## config.mk

```make
export PLATFORM = sky130hd
export DESIGN_NAME = alloc_arbiter
export DESIGN_NICKNAME = d
export VERILOG_FILES = /design/src/rtl/alloc_arbiter.sv
export SDC_FILE = /design/constraint.sdc
export NUM_CORES = 1
export LEC_CHECK = 0
export BUFFER_PORTS_ARGS = -buffer_cell sky130_fd_sc_hd__clkbuf_2
export CAP_MARGIN = 20
export CORE_AREA = 2 2 71 73
export CTS_BUF_LIST = sky130_fd_sc_hd__clkbuf_4 sky130_fd_sc_hd__clkbuf_8
export DETAILED_ROUTE_END_ITERATION = 12
export DIE_AREA = 0 0 73 75
export PLACE_DENSITY = 0.78
export REMOVE_ABC_BUFFERS = 1
export SLEW_MARGIN = 15
export SYNTH_ARGS = -nofsm -noshare
export SYNTH_HDL_FRONTEND = slang
export SYNTH_SLANG_ARGS = --single-unit
```

## constraint.sdc

```tcl
create_clock -name clk -period 3.9 [get_ports clk]
set_input_delay 0 -clock clk [delete_from_list [all_inputs] [get_ports clk]]
set_output_delay 0 -clock clk [all_outputs]
set_load 0.05 [all_outputs]
```

## src/rtl/alloc_arbiter.sv

```systemverilog
// Round-robin alloc arbiter with blocked-drop replay toward find_table.
// Latency: grant and issue in the same cycle, judged one cycle later; backpressure via fdt_blocked triggers backoff then replay.
`ifndef REQ_ID_WIDTH
`define REQ_ID_WIDTH 8
`endif
`ifndef REQ_SIZE_TYPE_WIDTH
`define REQ_SIZE_TYPE_WIDTH 2
`endif
`ifndef REQ_512
`define REQ_512 2'd0
`define REQ_1K  2'd1
`define REQ_2K  2'd2
`define REQ_4K  2'd3
`endif

module alloc_arbiter #(
    parameter int NUM_REQ   = 4,
    parameter int RETRY_GAP = 4
) (
    input  logic                                    clk,
    input  logic                                    rst_n,
    input  logic [NUM_REQ-1:0]                      req_valid,
    input  logic [NUM_REQ*`REQ_ID_WIDTH-1:0]        req_id,
    input  logic [NUM_REQ*`REQ_SIZE_TYPE_WIDTH-1:0] req_size,
    output logic [NUM_REQ-1:0]                      req_ready,
    output logic                                    alloc_valid_dsp_out,
    output logic [`REQ_ID_WIDTH-1:0]                alloc_id_dsp_out,
    output logic [`REQ_SIZE_TYPE_WIDTH-1:0]         alloc_size_dsp_out,
    input  logic                                    fdt_blocked,
    output logic                                    done_valid,
    output logic [2:0]                              done_src,
    output logic [7:0]                              retry_cnt
);

    localparam int IW = `REQ_ID_WIDTH;
    localparam int SW = `REQ_SIZE_TYPE_WIDTH;

    typedef enum logic [1:0] {IDLE, CHECK, BACKOFF, REPLAY} state_t;

    state_t          state_q, state_d;
    logic [2:0]      ptr_q, ptr_d;
    logic [2:0]      src_q, src_d;
    logic [IW-1:0]   id_q, id_d;
    logic [SW-1:0]   size_q, size_d;
    logic [3:0]      gap_q, gap_d;
    logic [7:0]      retry_q, retry_d;

    logic            found_hi, found_lo;
    logic [2:0]      hi_idx, lo_idx, win_idx;
    logic [IW-1:0]   win_id;
    logic [SW-1:0]   win_size;
    logic            issue_new;

    // Prefer the first valid requester above the last winner, else wrap to the lowest valid one.
    always_comb begin
        found_hi = 1'b0;
        found_lo = 1'b0;
        hi_idx   = '0;
        lo_idx   = '0;
        win_id   = '0;
        win_size = '0;
        for (int i = 0; i < NUM_REQ; i++) begin
            if (!found_hi && req_valid[i] && (3'(i) > ptr_q)) begin
                found_hi = 1'b1;
                hi_idx   = 3'(i);
            end
        end
        for (int i = 0; i < NUM_REQ; i++) begin
            if (!found_lo && req_valid[i]) begin
                found_lo = 1'b1;
                lo_idx   = 3'(i);
            end
        end
        win_idx = found_hi ? hi_idx : lo_idx;
        for (int i = 0; i < NUM_REQ; i++) begin
            if (win_idx == 3'(i)) begin
                win_id   = req_id[i*IW +: IW];
                win_size = req_size[i*SW +: SW];
            end
        end
    end

    always_comb begin
        state_d             = state_q;
        ptr_d               = ptr_q;
        src_d               = src_q;
        id_d                = id_q;
        size_d              = size_q;
        gap_d               = gap_q;
        retry_d             = retry_q;
        issue_new           = 1'b0;
        req_ready           = '0;
        alloc_valid_dsp_out = 1'b0;
        alloc_id_dsp_out    = '0;
        alloc_size_dsp_out  = '0;
        done_valid          = 1'b0;
        done_src            = '0;

        case (state_q)
            IDLE: begin
                // Outputs are combinational, so hold off grants while reset is asserted.
                issue_new = found_lo && rst_n;
            end
            CHECK: begin
                if (fdt_blocked) begin
                    retry_d = (retry_q == 8'hFF) ? retry_q : retry_q + 8'd1;
                    if (RETRY_GAP <= 1) begin
                        state_d = REPLAY;
                    end else begin
                        gap_d   = 4'(RETRY_GAP);
                        state_d = BACKOFF;
                    end
                end else begin
                    done_valid = 1'b1;
                    done_src   = src_q;
                    if (found_lo) issue_new = 1'b1;
                    else          state_d   = IDLE;
                end
            end
            BACKOFF: begin
                gap_d = gap_q - 4'd1;
                if (gap_d == 4'd1) begin
                    gap_d   = '0;
                    state_d = REPLAY;
                end
            end
            REPLAY: begin
                alloc_valid_dsp_out = 1'b1;
                alloc_id_dsp_out    = id_q;
                alloc_size_dsp_out  = size_q;
                state_d             = CHECK;
            end
            default: state_d = IDLE;
        endcase

        if (issue_new) begin
            req_ready           = NUM_REQ'(1) << win_idx;
            alloc_valid_dsp_out = 1'b1;
            alloc_id_dsp_out    = win_id;
            alloc_size_dsp_out  = win_size;
            id_d                = win_id;
            size_d              = win_size;
            src_d               = win_idx;
            ptr_d               = win_idx;
            state_d             = CHECK;
        end
    end

    always_ff @(posedge clk or negedge rst_n) begin
        if (!rst_n) begin
            state_q <= IDLE;
            ptr_q   <= 3'(NUM_REQ - 1);
            src_q   <= '0;
            id_q    <= '0;
            size_q  <= '0;
            gap_q   <= '0;
            retry_q <= '0;
        end else begin
            state_q <= state_d;
            ptr_q   <= ptr_d;
            src_q   <= src_d;
            id_q    <= id_d;
            size_q  <= size_d;
            gap_q   <= gap_d;
            retry_q <= retry_d;
        end
    end

    assign retry_cnt = retry_q;

endmodule
```

### After elaboration in Yosys (flattened, before gate mapping)

Cells that the tools add are included.

* memories: 0
* bits in registers: 30
* bits in read-only memories: 0
* bits in latches: 0
* bits of input ports: 47
* RAM bits: 0
* output and inout port bits: 27
* logic and storage cells: 95

* $add $sub $neg: 2
* muxes and demuxes: 45
* equal/unequal tests: 11
* divide/modulo/power cells: 0
* shift operators: 1
* bitwise operators: 1
* $lt $le $gt $ge: 4
* multiply operators: 0
* reduce and logical (&&, ||, !) cells: 24

Operators by type and width (number)
* 8-bit 2-to-1 mux: 6
* 2-bit 2-to-1 mux: 11
* 3-bit 2-to-1 mux: 6
* 1-bit 2-to-1 mux: 16
* 4-bit 2-to-1 mux: 3
* 1-bit logical AND: 11
* 8-bit by 1-bit adder with 8-bit output (second input constant): 1
* 8-bit equality test (second input constant): 1
* 4-bit one-hot mux with 2 select lines: 1
* 3-bit by 2-bit equality test with 1-bit output (second input constant): 2
* 1-bit by 3-bit > comparator with 1-bit output (first input constant): 2
* 2-bit by 3-bit > comparator with 1-bit output (first input constant): 2
* 1-bit logical NOT: 6
* 2-bit one-hot mux with 3 select lines: 1
* 3-bit AND reduction: 2
* 2-bit equality test (second input constant): 2
* 4-bit by 1-bit equality test with 1-bit output (second input constant): 1
* 4-bit inequality test (second input constant): 1
* 4-bit nonzero test: 1
* 1-bit by 3-bit left shift with 4-bit output (first input constant): 1
* 4-bit by 1-bit subtractor with 4-bit output (second input constant): 1
* 3-bit by 1-bit equality test with 1-bit output (second input constant): 1
* 3-bit logical NOT: 1
* 3-bit inequality test (second input constant): 1
* other kinds (7): 7

### Depth between registers and ports, before layout

Gate-level depths: netlist (run 1).

* depth after elaboration: 22
* gate-level depth with buffers: 9
* gate-level depth less buffers: 8

### Least setup slack after synthesis (run 1)

No wires, ideal clock.

* path kind: flip-flop to output port
* start point: register state_q[1]
* end point: output alloc_id_dsp_out[0]
* stages on the path, launching flop included: 9
* path buffers: 2
* arrival time: 2.852 ns
* path slack: 1.048 ns
* data required time: 3.900 ns
* cells stage by stage: dfrtp_1 inv_1 ha_1 nor2b_1 buf_4 o32a_2 o21ai_1 buf_2 o32ai_1

* longest elaborated chain between the ends: 3
* elaborated cells between the ends (all ways): 6
* those cells by class: eq/ne: 2; mux: 3; reduce/logical: 1

Ends and longest elaborated chain
* start: declaration: line 40 `state_t state_q, state_d;`
* start signal: assignment: line 159 `state_q <= state_d;`
* 2-bit by 1-bit equality test with 1-bit output, or another cell as far along: line 99 `case (state_q)`
* 1-bit one-hot mux with 2 select lines or 8-bit 2-to-1 mux (tied branches): line 99
* 8-bit 2-to-1 mux *: line 136 `if (issue_new) begin`
* end: declaration: line 27 `` output logic [`REQ_ID_WIDTH-1:0] alloc_id_dsp_out, ``

Every way passes the cells marked *; elsewhere a longest branch is shown, timed or not.

### Worst setup path in the final report (run 1)

* start point: register state_q[1]
* end point: output alloc_id_dsp_out[4]

The elaborated chain is that of the path after synthesis.

==> run metrics, run 1 <==
crit-path max cell delay ~0.76 ns; CP required between 3 and 4 ns; CTS max path bufs 2; GRT overflow 0; gpl congestion approximately 0.86; Syn Inst Count 212; Async SR Flop Fraction between 90% and 100%; GRT Resource Usage Total around 20%; final hold violations 0; largest delay contributor family on the critical path compound AO/OA/AOI/OAI gates; clock-pin slew on the worst setup and hold paths around 0.09 ns; antenna violations before repair 0; setup ws final ~0.84 ns; total wire length 5.22 mm; max-cap violations 0; period utilisation layout 78.4%; die area about 5500 um^2; H-tree Lvls 1; cell area after synthesis 2050 um^2; HPWL after DPL 3.86 mm; Rel. slew slack 41.9%; cell depth of the worst setup path 8; FF-to-FF path depth 9; Layout Skew roughly 0.0021 ns; ANT cells 0; synth top area cells dfrtp_1 32%, a221oi_2 7.3%, ha_1 4.9%; final setup TNS 0 ns; Post-synth top cells 26 x dfrtp_1, 20 x nor2_1, 11 x a22oi_1, 11 x inv_1, 11 x o32ai_1; DR vias ~1900; largest net degree at the start of global routing 30; worst vdd ir slightly above 0.5 mV; crit-path max FO 11; Max Transition Viols Final 0; TritonCTS clock tree yes; Detail Route Antenna Nets 0; Hold WC Path Type input port to flip-flop; total CTS buffers 3; Cells after DPL 326; fmax approximately 330 MHz; pre-CTS setup slack roughly 1.2 ns; Mapped Avg Cell Area ~9.7 um^2; final std cells w/o fill 340; CP bufs+invs 2; fill cell count between 400 and 500; worst path cell trace inv_1 -> ha_1 -> nor2b_1 -> o221ai_2 -> a211oi_2 -> a22oi_1 -> o32ai_1 -> clkbuf_2; area share of the largest cell type after synthesis between 30% and 40%; Core Util, Final between 50% and 60%; Synthesis Warnings 0; Wirelength per Cell roughly 15 um; clk root buf clkbuf_8; CP Capture Type primary output; number of synthesized flops with an enable pin 0; sequential share of the synthesized area 34.2%; initial core utilization 44.1%; Setup Viol. Count Final 0; WS Path Type flip-flop to primary output; clock latency on the worst-skew pair approximately 0.28 ns; area delta synth->final 23.9%; status finished clean; number of I/O pins 74; Synth cell types 56; Worst-Margin Slew 0.869 ns; Worst Setup Start Kind flip-flop; RSZ-0062 raised after global routing false; Die W between 70 and 80 um; IO Port Bufs 72; pwr dens 844 nW/um^2; Yosys reg bits 28; largest area contributor in the netlist dfrtp_1; Final #Nets 342; critical path data arrival time approximately 3.1 ns; Main synth FF type dfrtp_1; hold depth 3; FP Rows 25; Core Box Area 4660 um^2; most common cell in the netlist dfrtp_1; DR vias/cell roughly 5.7; DRT Pass-1 Iters 4; share of cells above drive strength 1 between 30% and 40%; # clock sinks 28; CP max stage cell a211oi_2; post_cts resized 0; Tmin final between 3 and 4 ns; Die H between 70 and 80 um; first-pass GRT wire length 8.87 mm; number of global-route vias before repair 1921; leakage approximately 0.0012 uW; DR iter-0 viols approximately 150; Residual DRC 0
tightest hold or removal path, stage by stage:
cell and delay, ns:
clkbuf_2 0.10, a22oi_1 0.08, o31ai_1 0.07
stage by stage:
step	hold slack (ns)	total power (uW)	instance area, um^2
after floorplan	-0.296	1610	1940
after global placement	0.0399	1930	2390
after detailed placement	0.0290	1960	2390
after CTS	0.0123	2150	2540
after global routing	0.0374	2300	2540
final	0.00890	2150	2540
sequential cells by signal, indices dropped and copies added, names as in the netlist:
register and flops:
state_q 2, ptr_q 2, src_q 2, retry_cnt 8
id_q 8, size_q 2, gap_q 4
final cells by class:
cell class | count | area, um^2 | area share (%)
repair buffers | 85 | 483 | 19.0
clock buffers | 4 | 55.1 | 2.16
multi-input cells | 158 | 1190 | 47.0
inverters | 11 | 41.3 | 1.62
well taps | 54 | 67.6 | 2.65
flip-flops and latches | 28 | 703 | 27.6
routing by layer:
layer	track usage, %	up-vias	routed length, um
li1	-	963	-
met1	29.8	905	2570
met2	31.8	63	2340
met3	2.81	4	279
met4	4.94	0	27
met5	0	-	0
placed cells by master (no fill, tap or decap), drive strengths merged, types with 2 or more instances in the layout:
cell,n
nand4,2
nor2,21
dfrtp,26
nor3b,3
a21o,2
mux2i,2
xnor2,5
a22oi,11
a221oi,10
or2,3
a211oi,2
a21boi,2
o32ai,12
and2,6
clkbuf,76
nor4,2
nand3,7
and3,2
nor3,2
dfstp,2
nor2b,4
xor2,2
buf,3
o21ai,10
ha,8
a21oi,3
o31ai,10
nand2b,2
o32a,2
dlygate4sd3,10
o21a,2
nand2,9
inv,11
a31oi,2
cells by family after synthesis:
family	Yosys count	synth area share [%]
AOI/OAI and AO/OA	75	32.7
and+or+nand+nor	64	15.9
DFF	28	34.2
buffers and inverters	26	7.56
adders and majority gates	8	4.88
xor gates and xnor gates	7	2.99
muxes	3	1.52
other	1	0.183
power by group:
| part | switching (uW) | internal [uW] |
|---|---|---|
| clock network | 90.9 | 90.5 |
| logic | 977 | 448 |
| registers | 117 | 424 |
path summary, 6_finish.rpt:
kind | slack, ns | startpoint | endpoint
max | 0.84 | state_q[1] | alloc_id_dsp_out[4]
min | 0.009 | req_id[28] | id_q[4]
max reg2reg | 1.39 | state_q[1] | state_q[0]
min reg2reg | 0.49 | src_q[1] | src_q[1]
max in group asynchronous | 3.32 | rst_n | ptr_q[0]
min in group asynchronous | 0.27 | rst_n | gap_q[2]
what timing repair did:
| action | CTS | global route |
|---|---|---|
| setup buffers | 0 | 0 |
| hold buffers | 10 | 0 |
| endpoints found under the hold margin | 35 | 0 |
Note: power is estimated with default switching activity, not from simulation.
==> run 2, diff against run 1 <==
==> constraint.sdc (replaced) <==
create_clock -name clk -period 3.1 [get_ports clk]
set_input_delay 0 -clock clk [delete_from_list [all_inputs] [get_ports clk]]
set_output_delay 0 -clock clk [all_outputs]
set_load 0.05 [all_outputs]
==> run metrics, run 2 (synthesis gave the netlist of run 1 again) <==
antenna violations before repair 0 (unchanged); clock-pin slew on the worst setup and hold paths 0.10 ns (was 0.09 ns); HPWL after DPL 4.01 mm (was 3.86 mm); CTS max path bufs 2 (unchanged); pwr dens 1090 nW/um^2 (was 844 nW/um^2); DR iter-0 viols 171 (was 146); Max Transition Viols Final 0 (unchanged); H-tree Lvls 1 (unchanged); largest net degree at the start of global routing 29 (was 30); Core Box Area 4660 um^2 (unchanged); clock latency on the worst-skew pair 0.28 ns (about the same); worst path cell trace inv_1 -> ha_1 -> nor2b_1 -> o32a_2 -> o21ai_1 -> buf_4 -> o32ai_1 -> clkbuf_2 (was inv_1 -> ha_1 -> nor2b_1 -> o221ai_2 -> a211oi_2 -> a22oi_1 -> o32ai_1 -> clkbuf_2); Detail Route Antenna Nets 0 (unchanged); total wire length 5.31 mm (was 5.22 mm); Final #Nets 343 (was 342); fill cell count 429 (was 415); Worst-Margin Slew 0.776 ns (was 0.869 ns); post_cts resized 0 (unchanged); GRT Resource Usage Total 20.3% (about the same); clk root buf clkbuf_8 (unchanged); cts hold-fix bufs 8 (was 10); final hold violations 0 (unchanged); total CTS buffers 3 (unchanged); CP max stage cell dfrtp_1 (was a211oi_2); overall power 2790 uW (was 2150 uW); fmax roughly 370 MHz; crit-path max FO 16 (was 11); Layout Skew 0.00527 ns (was 0.00210 ns); Setup Buffers After CTS 0 (unchanged); Wirelength per Cell 15.6 um (was 15.4 um); Setup Viol. Count Final 0 (unchanged); first-pass GRT wire length 8.82 mm (was 8.87 mm); commonest non-fill, non-tap cell in the layout clkbuf_2 (unchanged); worst vdd ir 0.589 mV (was 0.504 mV); crit-path max cell delay 0.43 ns (was 0.76 ns); TritonCTS clock tree yes (unchanged); # clock sinks 28 (unchanged); Residual DRC 0 (unchanged); leakage 0.00118 uW (was 0.00116 uW); Die H 75 um (unchanged); Tmin final roughly 2.7 ns; RSZ-0062 raised after global routing false (unchanged); Worst Setup Start Kind flip-flop (unchanged); die area 5480 um^2 (unchanged); commonest non-fill, non-tap cells in the layout 72 x clkbuf_2, 26 x dfrtp_1, 20 x nor2_1 (unchanged); ANT cells 0 (unchanged); initial core utilization 44.1% (unchanged); status finished clean (unchanged); GRT overflow 0 (unchanged); Core Util, Final 55.0% (was 54.6%); gpl congestion 0.867 (was 0.855); DR vias 2001 (was 1935); Hold WC Path Type input port to flip-flop (unchanged); IO Port Bufs 72 (unchanged); number of I/O pins 74 (unchanged); Rel. slew slack 48.3% (was 41.9%); critical path data arrival time 2.73 ns (was 3.06 ns); DRT Pass-1 Iters 4 (unchanged); number of global-route vias before repair 1834 (was 1921); CP Capture Type primary output (unchanged); area delta synth->final 24.9% (was 23.9%); max-cap violations 0 (unchanged); share of cells above drive strength 1 36.2% (was 35.3%); CP required 3.10 ns (was 3.90 ns); period utilisation layout 88.1%; DR vias/cell 5.87 (was 5.69); FP Rows 25 (unchanged); Die W 73 um (unchanged); WS Path Type flip-flop to primary output (unchanged)
run 2: cell types whose count changed in the layout (fill, tap and decap cells not counted):
cell,before,now
buf_4,3,6
bufinv_16,0,1
clkbuf_8,4,3
dlygate4sd3_1,10,8
run 2: final cells by class:
cell class                      instances  area (um^2)  share of cell area [%]
Multi-Input combinational cell        158         1190                    46.6
Sequential cell                        28          703                    27.4
Timing Repair Buffer                   86          485                    18.9
Tap cell                               54         67.6                    2.64
Clock buffer                            3         41.3                    1.61
Inverter                               11         41.3                    1.61
Clock inverter                          1         30.0                    1.17
run 2: final timing paths:
| kind | endpoint | slack, ns | depth (start not counted) | startpoint |
|---|---|---|---|---|
| min in group asynchronous | gap_q[1] | 0.30 | 3 | rst_n |
| max reg2reg | state_q[1] | 0.87 | 7 | gap_q[0] |
| min | size_q[1] | 0.005 | 3 | req_size[7] |
| max | alloc_id_dsp_out[1] | 0.37 | 8 | state_q[1] |
| max in group asynchronous | ptr_q[0] | 2.50 | 3 | rst_n |
| min reg2reg | src_q[1] | 0.50 | 1 | src_q[1] |
run 2: metal layers:
metal | wire, um | share of wire, % | global-route usage, % | up-vias
met1 | 2340 | 44 | 28.9 | 935
met2 | 2480 | 47 | 32.6 | 106
met5 | 0 | 0 | 0 | -
met4 | 30 | 0.57 | 3.91 | 0
li1 | - | - | - | 956
met3 | 459 | 8.6 | 3.88 | 4
run 2: per-stage QoR:
step / setup TNS, ns / setup WS [ns] / cell area, um^2 / cells / hold slack [ns]
floorplan: -15.38 / -1.07 / 1940 / 197 / -0.296
global placement: 0 / 0.808 / 2410 / 329 / 0.0595
detailed placement: 0 / 0.688 / 2410 / 329 / 0.0487
CTS: 0 / 0.365 / 2560 / 341 / 0.00253
global route: 0 / 0.228 / 2560 / 341 / 0.0219
finish: 0 / 0.369 / 2560 / 341 / 0.00467
run 2: worst max-delay path, delay by kind of cell, from the launching register on:
family / cells / cell delay (ns)
AND/OR/NAND/NOR: 1 / 0.29
adder cells (fa/ha/maj): 1 / 0.32
AO/OA/AOI/OAI: 3 / 0.71
buffers and inverters: 3 / 0.70
flip-flops: 1 / 0.43
run 2: report_power, final:
group | internal (uW) | switching [uW]
Combinational | 582 | 1230
Sequential | 533 | 151
Clock | 173 | 116
Total | 1290 | 1500
==> run 3, diff against run 2 <==
--- a/config.mk
+++ b/config.mk
@@ -7,11 +7,13 @@
 export LEC_CHECK = 0
 export BUFFER_PORTS_ARGS = -buffer_cell sky130_fd_sc_hd__clkbuf_2
 export CAP_MARGIN = 20
-export CORE_AREA = 2 2 71 73
+export CELL_PAD_IN_SITES_DETAIL_PLACEMENT = 1
+export CELL_PAD_IN_SITES_GLOBAL_PLACEMENT = 1
+export CORE_AREA = 2 2 77 79
 export CTS_BUF_LIST = sky130_fd_sc_hd__clkbuf_4 sky130_fd_sc_hd__clkbuf_8
 export DETAILED_ROUTE_END_ITERATION = 12
-export DIE_AREA = 0 0 73 75
-export PLACE_DENSITY = 0.78
+export DIE_AREA = 0 0 79 81
+export PLACE_DENSITY = 0.86
 export REMOVE_ABC_BUFFERS = 1
 export SLEW_MARGIN = 15
 export SYNTH_ARGS = -nofsm -noshare
==> run metrics, run 3 (synthesis gave the netlist of run 1 again) <==
CTS max path bufs 2 (unchanged); Core Box Area 5680 um^2 (was 4660 um^2); clock latency on the worst-skew pair 0.28 ns (about the same); TritonCTS clock tree yes (unchanged); critical path data arrival time 2.88 ns (was 2.73 ns); DR iter-0 viols 56 (was 171); Wirelength per Cell 17.1 um (was 15.6 um); Die W 79 um (was 73 um); Worst Setup Start Kind flip-flop (unchanged); worst vdd ir 0.665 mV (was 0.589 mV); CP startpoint state_q[1] (unchanged); commonest non-fill, non-tap cells in the layout 72 x clkbuf_2, 26 x dfrtp_1, 20 x nor2_1 (unchanged); clk root buf clkbuf_8 (unchanged); die area 6400 um^2 (was 5480 um^2); IO Port Bufs 72 (unchanged); Finished Cell Area 2600 um^2 (was 2560 um^2); Setup Buffers After CTS 0 (unchanged); pwr dens 1070 nW/um^2 (was 1090 nW/um^2); # clock sinks 28 (unchanged); Layout Skew 0.00368 ns (was 0.00527 ns); leakage 0.00118 uW (about the same); Cell Area, Placed 2450 um^2 (was 2410 um^2); Tmin final 2.88 ns (was 2.73 ns); Max Transition Viols Final 0 (unchanged); Sw Share 55.4% (was 53.8%); Cells after DPL 352 (was 329); Final #Nets 346 (was 343); GRT Resource Usage Total 20.2% (was 20.3%); logic gate share of total power 67.2% (was 65.1%); CP bufs+invs 3 (unchanged); Die H 81 um (was 75 um); Hold WS 0.0230 ns (was 0.00467 ns); commonest non-fill, non-tap cell in the layout clkbuf_2 (unchanged); sequential share of power 24.6% (about the same); share of cells above drive strength 1 36.9% (was 36.2%); initial core utilization 36.2% (was 44.1%); CP Capture Type primary output (unchanged); largest delay contributor family on the critical path compound AO/OA/AOI/OAI gates (unchanged); ANT cells 0 (unchanged); DR vias 2018 (was 2001); WS Path Type flip-flop to primary output (unchanged); RSZ-0062 raised after global routing false (unchanged); fmax 348 MHz (was 366 MHz); period utilisation layout 92.8% (was 88.1%); Clock Power Share 8.2% (was 10.4%); first-pass GRT wire length 10.2 mm (was 8.82 mm); max-cap violations 0 (unchanged); Detail Route Antenna Nets 0 (unchanged); final hold violations 0 (unchanged); area delta synth->final 26.7% (was 24.9%); crit-path max FO 10 (was 16); Psw 1550 uW (was 1500 uW); Setup Viol. Count Final 0 (unchanged); number of global-route vias before repair 2117 (was 1834); design internal power 1250 uW (was 1290 uW); largest net degree at the start of global routing 29 (unchanged); clock-pin slew on the worst setup and hold paths 0.10 ns (about the same); Worst-Margin Slew 0.752 ns (was 0.776 ns); FP Rows 28 (was 25); number of I/O pins 74 (unchanged); crit-path max cell delay 0.43 ns (about the same); DR vias/cell 5.53 (was 5.87); Residual DRC 0 (unchanged); final std cells w/o fill 365 (was 341); total wire length 6.23 mm (was 5.31 mm); HPWL after DPL 4.63 mm (was 4.01 mm); Min-Delay Startpoint req_size[6] (was req_size[7]); status finished clean (unchanged); DRT Pass-1 Iters 4 (unchanged); total CTS buffers 3 (unchanged); Rel. slew slack 49.5% (was 48.3%); antenna violations before repair 0 (unchanged); gpl congestion 0.824 (was 0.867); worst path cell trace inv_1 -> ha_1 -> nor2b_2 -> o32a_2 -> o21ai_1 -> buf_4 -> o32ai_1 -> clkbuf_2 (was inv_1 -> ha_1 -> nor2b_1 -> o32a_2 -> o21ai_1 -> buf_4 -> o32ai_1 -> clkbuf_2); Reg-to-Reg Start state_q[1] (was gap_q[0]); Hold WC Path Type input port to flip-flop (unchanged); CP required 3.10 ns (about the same); H-tree Lvls 1 (unchanged); GRT overflow 0 (unchanged); CP max stage cell dfrtp_1 (unchanged)
==> run 3: changes by cell type in the layout (fill, tap and decap cells not counted) <==
cell / change
buf_4: +2
nor2b_2: +1
dlygate4sd3_1: +1
clkbuf_8: +1
bufinv_16: -1
nor2b_1: -1
==> run 3: per-stage QoR <==
step	total power (uW)	TNS (ns)	util [%]	worst slack (ns)
CTS	2800	0	45.8	0.0974
finish	2790	0	45.8	0.223
floorplan	2030	-15.38	-	-1.07
detailed placement	2540	0	43.2	0.432
global placement	2480	0	43.1	0.449
global route	2980	0	45.8	0.000875
==> run 3: power groups by stage <==
stage | registers, uW | clock network, uW | logic [uW]
after detailed placement | 691 | 0 | 1850
final | 686 | 230 | 1880
after global placement | 676 | 0 | 1810
after global routing | 714 | 249 | 2020
after CTS | 686 | 235 | 1880
after floorplan | 772 | 0 | 1260
==> run 3: final cells by class <==
class	instances	area (um^2)
Tap cell	75	93.8
Clock buffer	4	55.1
Sequential cell	28	703
Inverter	11	41.3
Timing Repair Buffer	89	510
Fill cell	695	3070
Multi-Input combinational cell	158	1200
==> run 3: path summary, 6_finish.rpt <==
check                           slack (ns)  cells after the start                  end
worst max-delay path                  0.22                      8  alloc_id_dsp_out[4]
worst min register to register        0.48                      1             src_q[1]
max in group asynchronous             2.52                      3             ptr_q[1]
min in group asynchronous             0.27                      3              id_q[4]
worst min-delay path                  0.02                      3            size_q[0]
worst max register to register        0.77                      7              id_q[4]
==> run 3: timing repair <==
item                                    in CTS  in global routing
hold buffers                                 9                  0
resized for setup                            0                  1
endpoints found under the setup margin       0                  5
endpoints found under the hold margin       34                  0
==> run 3: layer usage <==
| layer | vias up | global-route usage, % | share of wire [%] |
|---|---|---|---|
| met5 | - | 0 | 0 |
| met4 | 0 | 8.45 | 2.2 |
| met3 | 11 | 1.89 | 4.2 |
| met2 | 66 | 37.3 | 50 |
| met1 | 982 | 24.1 | 43 |
| li1 | 959 | - | - |
==> run 3: worst min-delay path, stage by stage <==
cell and delay, ns:
clkbuf_2 0.10, a22oi_1 0.09, o31ai_1 0.08
